File: config.mk
export PLATFORM = sky130hd
export DESIGN_NAME = rf_write_ctrl
export DESIGN_NICKNAME = d
export VERILOG_FILES = /design/src/rtl/rf_pkg.sv /design/src/rtl/rf_wb_fifo.sv /design/src/rtl/rf_write_ctrl.sv
export SDC_FILE = /design/constraint.sdc
export NUM_CORES = 1
export LEC_CHECK = 0
export CORE_AREA = 2 2 174 176
export DETAILED_ROUTE_END_ITERATION = 8
export DIE_AREA = 0 0 176 178
export PLACE_DENSITY = 0.54
export SLEW_MARGIN = 20
export SYNTH_ARGS = -nofsm -noshare
export SYNTH_HDL_FRONTEND = slang
export SYNTH_SLANG_ARGS = --single-unit
File: constraint.sdc
create_clock -name i_clk -period 3 [get_ports i_clk]
set_input_delay 0.3 -clock i_clk [delete_from_list [all_inputs] [get_ports i_clk]]
set_output_delay 0.3 -clock i_clk [all_outputs]
set_load 0.02 [all_outputs]
File: src/rtl/rf_pkg.sv
// Shared types and helpers for the register-file write-back path.
package rf_pkg;

    localparam int RF_ADDR_WIDTH = 5;
    localparam int RF_DATA_WIDTH = 32;

    // One queued write-back: destination register and the value to write.
    typedef struct packed {
        logic [RF_ADDR_WIDTH-1:0] rd;
        logic [RF_DATA_WIDTH-1:0] data;
    } rf_wb_entry_t;

    // Register 0 is hard-wired; writes to it are dropped.
    function automatic logic rf_is_x0(input logic [RF_ADDR_WIDTH-1:0] rd);
        return (rd == '0);
    endfunction

endpackage

File: src/rtl/rf_wb_fifo.sv
// Write-back queue: DEPTH entries of {rd, data} with wrapping pointers.
// The occupancy register breaks the full/empty pointer tie. Per-entry valid
// bits and rd values are exported so the parent can build a hazard scoreboard.
module rf_wb_fifo
    import rf_pkg::*;
#(
    parameter int DEPTH = 4
) (
    input  logic                             clk_i,
    input  logic                             rst_i,
    input  logic                             push_i,
    input  logic [RF_ADDR_WIDTH-1:0]         push_rd_i,
    input  logic [RF_DATA_WIDTH-1:0]         push_data_i,
    input  logic                             pop_i,
    output logic [RF_ADDR_WIDTH-1:0]         head_rd_o,
    output logic [RF_DATA_WIDTH-1:0]         head_data_o,
    output logic                             full_o,
    output logic                             empty_o,
    output logic [DEPTH-1:0]                 ent_vld_o,
    output logic [DEPTH*RF_ADDR_WIDTH-1:0]   ent_rd_o
);

    localparam int PTR_W = $clog2(DEPTH);
    localparam int OCC_W = $clog2(DEPTH + 1);
    localparam logic [OCC_W-1:0] OCC_FULL = OCC_W'(DEPTH);

    rf_wb_entry_t     mem_q [DEPTH];
    logic [PTR_W-1:0] wr_ptr_q, wr_ptr_d;
    logic [PTR_W-1:0] rd_ptr_q, rd_ptr_d;
    logic [OCC_W-1:0] occ_q, occ_d;
    logic             do_push, do_pop;
    rf_wb_entry_t     push_entry;

    assign full_o   = (occ_q == OCC_FULL);
    assign empty_o  = (occ_q == '0);
    assign do_push  = push_i && !full_o;
    assign do_pop   = pop_i && !empty_o;

    assign push_entry.rd   = push_rd_i;
    assign push_entry.data = push_data_i;

    assign head_rd_o   = mem_q[rd_ptr_q].rd;
    assign head_data_o = mem_q[rd_ptr_q].data;

    // Next pointer and occupancy values; pointers wrap naturally at DEPTH.
    always_comb begin
        wr_ptr_d = wr_ptr_q;
        rd_ptr_d = rd_ptr_q;
        occ_d    = occ_q;
        if (do_push) wr_ptr_d = wr_ptr_q + PTR_W'(1);
        if (do_pop)  rd_ptr_d = rd_ptr_q + PTR_W'(1);
        case ({do_push, do_pop})
            2'b10:   occ_d = occ_q + OCC_W'(1);
            2'b01:   occ_d = occ_q - OCC_W'(1);
            default: occ_d = occ_q;
        endcase
    end

    // Control state: pointers and occupancy, cleared on reset.
    always_ff @(posedge clk_i) begin
        if (rst_i) begin
            wr_ptr_q <= '0;
            rd_ptr_q <= '0;
            occ_q    <= '0;
        end else begin
            wr_ptr_q <= wr_ptr_d;
            rd_ptr_q <= rd_ptr_d;
            occ_q    <= occ_d;
        end
    end

    // Entry storage; contents are only meaningful while marked valid.
    always_ff @(posedge clk_i) begin
        if (do_push) mem_q[wr_ptr_q] <= push_entry;
    end

    // An entry is live when its distance from the read pointer is below occupancy.
    always_comb begin
        logic [PTR_W-1:0] offs;
        ent_vld_o = '0;
        ent_rd_o  = '0;
        for (int i = 0; i < DEPTH; i++) begin
            offs         = PTR_W'(i) - rd_ptr_q;
            ent_vld_o[i] = (OCC_W'(offs) < occ_q);
            ent_rd_o[i*RF_ADDR_WIDTH +: RF_ADDR_WIDTH] = mem_q[i].rd;
        end
    end

endmodule

File: src/rtl/rf_write_ctrl.sv
// Register-file write-port controller. Arbitrates ALU and LSU results (LSU
// first), drops writes to x0, queues the rest and retires one write per cycle
// through registered w_* outputs. Also reports in-flight writes to decode.
module rf_write_ctrl
    import rf_pkg::*;
#(
    parameter int ADDR_WIDTH = RF_ADDR_WIDTH,
    parameter int DATA_WIDTH = RF_DATA_WIDTH,
    parameter int DEPTH      = 4,
    parameter int CNT_WIDTH  = 16
) (
    input  logic                  i_clk,
    input  logic                  i_rst,
    input  logic                  i_alu_valid,
    output logic                  o_alu_ready,
    input  logic [ADDR_WIDTH-1:0] i_alu_rd,
    input  logic [DATA_WIDTH-1:0] i_alu_data,
    input  logic                  i_lsu_valid,
    output logic                  o_lsu_ready,
    input  logic [ADDR_WIDTH-1:0] i_lsu_rd,
    input  logic [DATA_WIDTH-1:0] i_lsu_data,
    output logic                  o_w_enable,
    output logic [ADDR_WIDTH-1:0] o_w_addr,
    output logic [DATA_WIDTH-1:0] o_w_data,
    input  logic [ADDR_WIDTH-1:0] i_chk_addrA,
    input  logic [ADDR_WIDTH-1:0] i_chk_addrB,
    output logic                  o_pendA,
    output logic                  o_pendB,
    output logic                  o_idle,
    output logic [CNT_WIDTH-1:0]  o_wr_count
);

    localparam logic [CNT_WIDTH-1:0] CNT_MAX = '1;

    logic                           q_full, q_empty;
    logic [DEPTH-1:0]               ent_vld;
    logic [DEPTH*RF_ADDR_WIDTH-1:0] ent_rd;
    logic [RF_ADDR_WIDTH-1:0]       head_rd;
    logic [RF_DATA_WIDTH-1:0]       head_data;

    logic                  lsu_acc, alu_acc, push, pop;
    logic [ADDR_WIDTH-1:0] sel_rd;
    logic [DATA_WIDTH-1:0] sel_data;

    // Holding this high freezes draining; it exists only so a bench can fill
    // the queue. In normal operation it is tied low.
    logic drain_hold;
    assign drain_hold = 1'b0;

    logic                  w_en_q, w_en_d;
    logic [ADDR_WIDTH-1:0] w_addr_q, w_addr_d;
    logic [DATA_WIDTH-1:0] w_data_q, w_data_d;
    logic [CNT_WIDTH-1:0]  cnt_q, cnt_d;
    logic                  pend_a, pend_b;

    // Readiness looks at the pre-edge count only, so a full queue never passes through.
    assign o_lsu_ready = !q_full;
    assign o_alu_ready = !q_full && !i_lsu_valid;

    // Pick the accepted producer and suppress x0 writes after the handshake.
    always_comb begin
        lsu_acc  = i_lsu_valid && o_lsu_ready;
        alu_acc  = i_alu_valid && o_alu_ready;
        sel_rd   = lsu_acc ? i_lsu_rd : i_alu_rd;
        sel_data = lsu_acc ? i_lsu_data : i_alu_data;
        push     = (lsu_acc || alu_acc) && !rf_is_x0(sel_rd);
        pop      = !q_empty && !drain_hold;
    end

    rf_wb_fifo #(
        .DEPTH (DEPTH)
    ) u_fifo (
        .clk_i       (i_clk),
        .rst_i       (i_rst),
        .push_i      (push),
        .push_rd_i   (sel_rd),
        .push_data_i (sel_data),
        .pop_i       (pop),
        .head_rd_o   (head_rd),
        .head_data_o (head_data),
        .full_o      (q_full),
        .empty_o     (q_empty),
        .ent_vld_o   (ent_vld),
        .ent_rd_o    (ent_rd)
    );

    // Write-port next state: load the popped head, otherwise hold address/data.
    always_comb begin
        w_en_d   = pop;
        w_addr_d = w_addr_q;
        w_data_d = w_data_q;
        if (pop) begin
            w_addr_d = head_rd;
            w_data_d = head_data;
        end
        cnt_d = cnt_q;
        if (w_en_q && (cnt_q != CNT_MAX)) cnt_d = cnt_q + CNT_WIDTH'(1);
    end

    // Write-port registers and retired-write counter.
    always_ff @(posedge i_clk) begin
        if (i_rst) begin
            w_en_q   <= 1'b0;
            w_addr_q <= '0;
            w_data_q <= '0;
            cnt_q    <= '0;
        end else begin
            w_en_q   <= w_en_d;
            w_addr_q <= w_addr_d;
            w_data_q <= w_data_d;
            cnt_q    <= cnt_d;
        end
    end

    // Hazard scoreboard: any live queue entry or the write in flight on w_*.
    always_comb begin
        pend_a = w_en_q && (w_addr_q == i_chk_addrA);
        pend_b = w_en_q && (w_addr_q == i_chk_addrB);
        for (int i = 0; i < DEPTH; i++) begin
            if (ent_vld[i] && (ent_rd[i*RF_ADDR_WIDTH +: RF_ADDR_WIDTH] == i_chk_addrA)) pend_a = 1'b1;
            if (ent_vld[i] && (ent_rd[i*RF_ADDR_WIDTH +: RF_ADDR_WIDTH] == i_chk_addrB)) pend_b = 1'b1;
        end
        if (rf_is_x0(i_chk_addrA)) pend_a = 1'b0;
        if (rf_is_x0(i_chk_addrB)) pend_b = 1'b0;
    end

    assign o_w_enable = w_en_q;
    assign o_w_addr   = w_addr_q;
    assign o_w_data   = w_data_q;
    assign o_pendA    = pend_a;
    assign o_pendB    = pend_b;
    assign o_idle     = q_empty && !w_en_q;
    assign o_wr_count = cnt_q;

endmodule

==> results.md, run 1 <==
- Run status: completed
- Share of layout cells above drive strength 1: between 15 and 20%
- Fill cell total of the finished layout: 2741
- Leakage power: between 3 and 4 nW
- Count of nets after finishing: 900
- WP data required: 2700 ps
- Drt initial violations: 315
- Setup TNS: 0 ps
- Via count of the first global-routing pass: between 5000 and 6000
- H-tree depth reported by CTS: 1
- Most frequent cells after synthesis: sky130_fd_sc_hd__edfxtp_1, sky130_fd_sc_hd__nand2_1, sky130_fd_sc_hd__dfxtp_1
- Total vias in the final route: 5694
- Maximum clock rate: 0.3575 GHz
- Die width: 176 µm
- Number of nets still failing antenna checks after routing: 0
- Grt total ovfl: 0
- DP Wirelength: 14.17 mm
- Starting density of the core: 30.81%
- Max IR drop VDD: 0.3620 mV
- Remaining max-slew budget at the tightest pin: 58.34%
- ANT cells: 0
- Port Buffers: approximately 150
- Worst-case clock buffer depth: 3
- Max-cap check violation count: 0
- Class of the tightest hold or removal check: primary input to register
- Async set-or-reset flop fraction in the synthesized netlist: 0%
- Final period util: 93.25%
- Clock slew at reported path FFs: 70 ps
- DIE AREA: approximately 31000 µm²
- WHS: 170.6 ps
- Worst-skew pair later-pin latency: 510 ps
- Layout overhead on the synthesized area: 29.95%
- Post-Synthesis Cell Area: 9060 µm²
- Number of pins with negative max-slew slack in the final report: 0
- Endpoint class of the critical path: output pin
- Die H: 178 µm
- Post-route insts no fill: 1209
- Mapped Cells: 659
- Number of clock buffers inserted by TritonCTS: 23
- Inst Count DP: between 1000 and 1500
- First-pass GRT wire length: 34.40 mm
- Num ports: 147
- Post-synthesis area per instance: between 10 and 15 µm²
- Pre-Repair DR Iteration Count: 4
- Least-Margin Pin Slew: 625.0 ps
- Number of warnings reported in the yosys synthesis log: 0
- Hold path depth: 2
- Clock tree from TritonCTS: built
- Hold buffer count at CTS: 0
- Final weighted congestion of routability-driven global placement: roughly 0.85
- Top cells by area, synth: sky130_fd_sc_hd__edfxtp_1, sky130_fd_sc_hd__dfxtp_1, sky130_fd_sc_hd__mux4_2
- Final routed DRC violation total: 0
- Pin count of the biggest net entering global routing: 39
- Dominant cell by count in the synthesized netlist: sky130_fd_sc_hd__edfxtp_1
- Setup violators final: 0
- Post-synthesis cell type with the largest combined area: sky130_fd_sc_hd__edfxtp_1
- Flip-flop and latch count after synthesis: 209
- DR vias/cell: roughly 4.7
- Number of antenna violations at the first check in global routing: 0
- Setup repair after global routing missed its margin: false
- Buffer count from post-CTS setup fixing: 0
- Average routed wire per standard cell: 18.26 µm
- Number of hold violations in the final report: 0
- Crit path arrival time: 2500 ps
- Most instantiated flip-flop cell in the synthesis netlist: sky130_fd_sc_hd__edfxtp_1
- Cell Rows: 63
- CP startpoint kind: register
- Number of distinct standard cells referenced by the synthesized netlist: 40
- Share of synthesized area occupied by flip-flops and latches: 62.53%
- Power per cell area: 939.5 nW/µm²
- Area of the placeable core: 29400 µm²
- # clock sinks: 209
- Post-synth EDFFs: 148
- Largest clock skew in the final design: 12.34 ps
- Root buffer cell: sky130_fd_sc_hd__clkbuf_16
- All-layer global routing usage: 14.35%
- Min Tclk post-route: 2797 ps
- Net count of the mapped netlist: around 760
- Maximum fanout along the worst path: 6
- Overall routed net length: 22.07 mm
- Fraction of synthesized cell area taken by the top area cell type: approximately half
- Critical path class: register to output pin
- Cells on worst reg2reg path: 5
-- power breakdown --
part           internal (W)  switching (W)  leakage, nW
clock network       0.00165        0.00114        0.364
logic               0.00177        0.00213         1.71
registers           0.00398       0.000393         1.87
-- sequential cells by signal, indices dropped and copies added, names as in the netlist --
name and flops:
o_wr_count 16, u_fifo.mem_q 148, u_fifo.occ_q 3, o_w_enable 1
o_w_data 32, u_fifo.wr_ptr_q 2, u_fifo.rd_ptr_q 2, o_w_addr 5
-- metal layers --
metal | wire [µm] | up-vias | track usage (%)
met5 | 0 | - | 0
met4 | 445 | 0 | 3.581
met3 | 1177 | 26 | 2.536
met2 | 10400 | 161 | 23.97
met1 | 10050 | 2795 | 19.47
li1 | - | 2712 | -
-- stage by stage --
step / total power [W] / worst slack [ps] / cell area [µm²] / util, %
finish: 0.01106 / 202.5 / 11770 / 40.04
global route: 0.01174 / 34.52 / 11770 / 40.04
CTS: 0.01126 / 0.3444 / 11780 / 40.06
detailed placement: 0.008424 / 249.9 / 11030 / 37.51
global placement: 0.008408 / 238.1 / 11030 / 37.51
floorplan: 0.006778 / 478.3 / 9060 / -
-- timing repair --
item / CTS / global route
endpoints found under the setup margin: 2 / 3
gates cloned: 0 / 0
gates resized for setup: 2 / 5
-- layout make-up --
| type | count | area, µm² | area share, % |
|---|---|---|---|
| Timing Repair Buffer | 162 | 1629 | 13.84 |
| Clock buffer | 28 | 624.3 | 5.303 |
| Inverter | 9 | 33.78 | 0.2869 |
| Multi-Input combinational cell | 397 | 3202 | 27.19 |
| Sequential cell | 209 | 5670 | 48.16 |
| Clock inverter | 14 | 126.4 | 1.073 |
| Tap cell | 390 | 488.0 | 4.145 |
-- placed cells by master, fill, tap and decap left out, types with 11 or more instances in the layout --
| master | instances |
|---|---|
| sky130_fd_sc_hd__edfxtp_1 | 148 |
| sky130_fd_sc_hd__clkdlybuf4s50_1 | 143 |
| sky130_fd_sc_hd__nand2_1 | 86 |
| sky130_fd_sc_hd__dfxtp_1 | 59 |
| sky130_fd_sc_hd__a21oi_1 | 46 |
| sky130_fd_sc_hd__mux2_2 | 37 |
| sky130_fd_sc_hd__mux4_2 | 37 |
| sky130_fd_sc_hd__xor2_1 | 34 |
| sky130_fd_sc_hd__xnor2_1 | 33 |
| sky130_fd_sc_hd__nor2_1 | 32 |
| sky130_fd_sc_hd__clkbuf_16 | 23 |
| sky130_fd_sc_hd__nor3_1 | 12 |
| sky130_fd_sc_hd__buf_4 | 11 |
-- critical path, cell delays in order (launching register included) --
cell                       delay (ps)
sky130_fd_sc_hd__dfxtp_1          410
sky130_fd_sc_hd__inv_1             90
sky130_fd_sc_hd__ha_1             310
sky130_fd_sc_hd__a21boi_0         130
sky130_fd_sc_hd__o21ba_2          240
sky130_fd_sc_hd__nor4_1           310
sky130_fd_sc_hd__nor4_1            90
sky130_fd_sc_hd__a21oi_1          200
sky130_fd_sc_hd__clkbuf_2         200
-- logic make-up (layout without fill, tap and decap cells) --
| group | Yosys count | in the layout | share of synthesized area (%) |
|---|---|---|---|
| multiplexers | 76 | 76 | 14.02 |
| flip-flops | 209 | 209 | 62.53 |
| AO/OA/AOI/OAI | 72 | 72 | 4.709 |
| AND/OR/NAND/NOR | 172 | 172 | 8.480 |
| adder cells (fa/ha/maj) | 10 | 10 | 1.464 |
| XOR/XNOR | 67 | 67 | 6.477 |
| buffers and inverters | 53 | 213 | 2.320 |
-- final timing paths --
path / start / end / slack (ps)
max: u_fifo.occ_q[1] / o_pendA / 200
min: i_rst / o_wr_count[8] / 170
max reg2reg: u_fifo.occ_q[0] / u_fifo.mem_q[3][10] / 670
min reg2reg: o_w_data[5] / o_w_data[5] / 450
No activity file was read; power rests on OpenSTA's default activity.
==> inputs of run 2 (changes only) <==
- CORE_AREA: 2 2 174 176 -> 2 2 154 156
- DIE_AREA: 0 0 176 178 -> 0 0 156 158
- PLACE_DENSITY: 0.54 -> 0.65
==> results.md, run 2 (synthesis results as in run 1) <==
- Port Buffers: 146 (unchanged)
- Starting density of the core: 39.30% (was 30.81%)
- Final weighted congestion of routability-driven global placement: 0.9256 (was 0.8536)
- Clock slew at reported path FFs: 60 ps (was 70 ps)
- Share of layout cells above drive strength 1: 18.10% (was 17.22%)
- CP startpoint kind: register (unchanged)
- Drt initial violations: 267 (was 315)
- Root buffer cell: sky130_fd_sc_hd__clkbuf_16 (unchanged)
- Pre-Repair DR Iteration Count: 4 (unchanged)
- Hold buffer count at CTS: 0 (unchanged)
- Proportion of power drawn by the clock network: 26.2% (was 25.2%)
- Sequential cell area: 5672 µm² (was 5670 µm²)
- First-pass GRT wire length: 31.66 mm (was 34.40 mm)
- Number of pins with negative max-slew slack in the final report: 0 (unchanged)
- Least-Margin Pin Slew: 757.0 ps (was 625.0 ps)
- DP Wirelength: 13.36 mm (was 14.17 mm)
- Area taken by multi-input logic gates: 3198 µm² (was 3202 µm²)
- Placed Area: 10930 µm² (was 11030 µm²)
- Top reg by flops: u_fifo.mem_q (unchanged)
- Fill cell total of the finished layout: 1993 (was 2741)
- Grt total ovfl: 0 (unchanged)
- Endpoint class of the critical path: output pin (unchanged)
- Overall routed net length: 20.05 mm (was 22.07 mm)
- Flip-flop count of the largest register, all copies and words added: 148 (unchanged)
- Worst-case clock buffer depth: 3 (unchanged)
- Clock tree from TritonCTS: built (unchanged)
- Final period util: 95.22% (was 93.25%)
- Setup violators final: 0 (unchanged)
- Post-route insts no fill: 1113 (was 1209)
- Hold path depth: 2 (unchanged)
- Setup TNS: 0 ps (unchanged)
- Num ports: 147 (unchanged)
- Total Power Consumption: 0.01112 W (was 0.01106 W)
- P_sw: 0.003580 W (was 0.003660 W)
- Die width: 156 µm (was 176 µm)
- Cell Rows: 56 (was 63)
- Crit path arrival time: 2560 ps (was 2500 ps)
- Via count of the first global-routing pass: 5764 (was 5909)
- # clock sinks: 209 (unchanged)
- DR vias/cell: 5.088 (was 4.710)
- Class of the tightest hold or removal check: primary input to register (unchanged)
- Maximum clock rate: 0.3501 GHz (was 0.3575 GHz)
- Count of nets after finishing: 904 (was 900)
- ANT cells: 0 (unchanged)
- Power share of the sequential group: 39.2% (was 39.5%)
- R2r setup slk: 660 ps (was 670 ps)
- Number of nets still failing antenna checks after routing: 0 (unchanged)
- H-tree depth reported by CTS: 1 (unchanged)
- Remaining max-slew budget at the tightest pin: 49.53% (was 58.34%)
- Switching share of power: 32.20% (was 33.09%)
- Average routed wire per standard cell: 18.02 µm (was 18.26 µm)
- Number of hold violations in the final report: 0 (unchanged)
- Final routed DRC violation total: 0 (unchanged)
- P_int: 0.007539 W (was 0.007401 W)
- Power per cell area: 947.4 nW/µm² (was 939.5 nW/µm²)
- Leakage power: 3.975 nW (was 3.942 nW)
- Max IR drop VDD: 0.4608 mV (was 0.3620 mV)
- WP data required: 2700 ps (about the same)
- Inst Count DP: 1071 (was 1167)
- Post-route cell area: 11740 µm² (was 11770 µm²)
- All-layer global routing usage: 16.60% (was 14.35%)
- Total vias in the final route: 5663 (was 5694)
- Most common library cell in the layout ignoring fill and taps: sky130_fd_sc_hd__edfxtp_1 (unchanged)
- Pin count of the biggest net entering global routing: 38 (was 39)
- Setup repair after global routing missed its margin: false (unchanged)
- Critical path class: register to output pin (unchanged)
- Run status: completed (unchanged)
- Combinational fraction of design power: 34.6% (was 35.3%)
- Min Tclk post-route: 2857 ps (was 2797 ps)
- Max-cap check violation count: 0 (unchanged)
- Area of the placeable core: 23050 µm² (was 29400 µm²)
- Worst-skew pair later-pin latency: 510 ps (about the same)
- Cells on worst reg2reg path: 5 (unchanged)
- Maximum fanout along the worst path: 6 (unchanged)
- Number of antenna violations at the first check in global routing: 0 (unchanged)
- Largest clock skew in the final design: 9.192 ps (was 12.34 ps)
- Die H: 158 µm (was 178 µm)
- Number of clock buffers inserted by TritonCTS: 23 (unchanged)
- Layout overhead on the synthesized area: 29.54% (was 29.95%)
- WHS: 348.2 ps (was 170.6 ps)
- DIE AREA: 24650 µm² (was 31330 µm²)
- Highest-count cells in the layout ignoring fill and taps: sky130_fd_sc_hd__edfxtp_1, sky130_fd_sc_hd__clkdlybuf4s50_1, sky130_fd_sc_hd__nand2_1 (unchanged)
## run 2: changes by cell type in the layout (fill, tap and decap cells not counted), moves of 2 or more
cell,previous run,this run
sky130_fd_sc_hd__buf_4,11,15
sky130_fd_sc_hd__clkinvlp_4,2,5
sky130_fd_sc_hd__clkinv_1,5,1
sky130_fd_sc_hd__clkbuf_2,2,0
## run 2: final timing paths
kind	from	endpoint
worst min register to register	o_w_data[6]	o_w_data[6]
worst max-delay path	u_fifo.occ_q[1]	o_pendB
worst max register to register	u_fifo.occ_q[0]	u_fifo.mem_q[2][6]
worst min-delay path	i_rst	u_fifo.wr_ptr_q[0]
## run 2: repair_timing
item | 4_1_cts | 5_1_grt
endpoints found under the setup margin | 2 | 2
pin swaps | 0 | 0
buffers inserted | 0 | 0
gates resized for setup | 4 | 2
## run 2: per-layer routing
layer / global-route usage (%) / up-vias / routed length (µm)
met2: 28.70 / 149 / 9797
met3: 2.820 / 26 / 968
met5: 0 / - / 0
met4: 4.150 / 0 / 435
met1: 21.89 / 2777 / 8852
li1: - / 2711 / -
## run 2: layout make-up
cell class	instances	share of cell area [%]
Clock buffer	28	5.320
Clock inverter	14	1.493
Inverter	9	0.2878
Multi-Input combinational cell	397	27.25
Sequential cell	209	48.33
Tap cell	290	3.092
Timing Repair Buffer	166	14.23
## run 2: critical path, cell delays in order, from the launching register on
cell and delay (ps):
sky130_fd_sc_hd__dfxtp_2 370, sky130_fd_sc_hd__inv_1 70, sky130_fd_sc_hd__ha_1 300, sky130_fd_sc_hd__a21boi_0 130, sky130_fd_sc_hd__o21ba_2 240, sky130_fd_sc_hd__nor4_1 320
sky130_fd_sc_hd__nor4_1 90, sky130_fd_sc_hd__a21oi_1 240, sky130_fd_sc_hd__clkdlybuf4s15_2 300
## run 2: power groups by stage
stage	registers (W)	clock network [W]	logic (W)
finish	0.00436	0.00291	0.00385
global route	0.00444	0.00310	0.00422
CTS	0.00436	0.00298	0.00394
detailed placement	0.00442	0	0.00392
global placement	0.00440	0	0.00388
floorplan	0.00460	0	0.00218
## run 2: per-stage QoR
| stage | utilization, % | setup WS [ps] |
|---|---|---|
| 2_1_floorplan | - | 478.3 |
| 3_3_place_gp | 47.43 | 191.6 |
| 3_5_place_dp | 47.43 | 222.3 |
| 4_1_cts | 50.90 | 41.29 |
| 5_1_grt | 50.91 | 6.515 |
| 6_report | 50.91 | 143.5 |
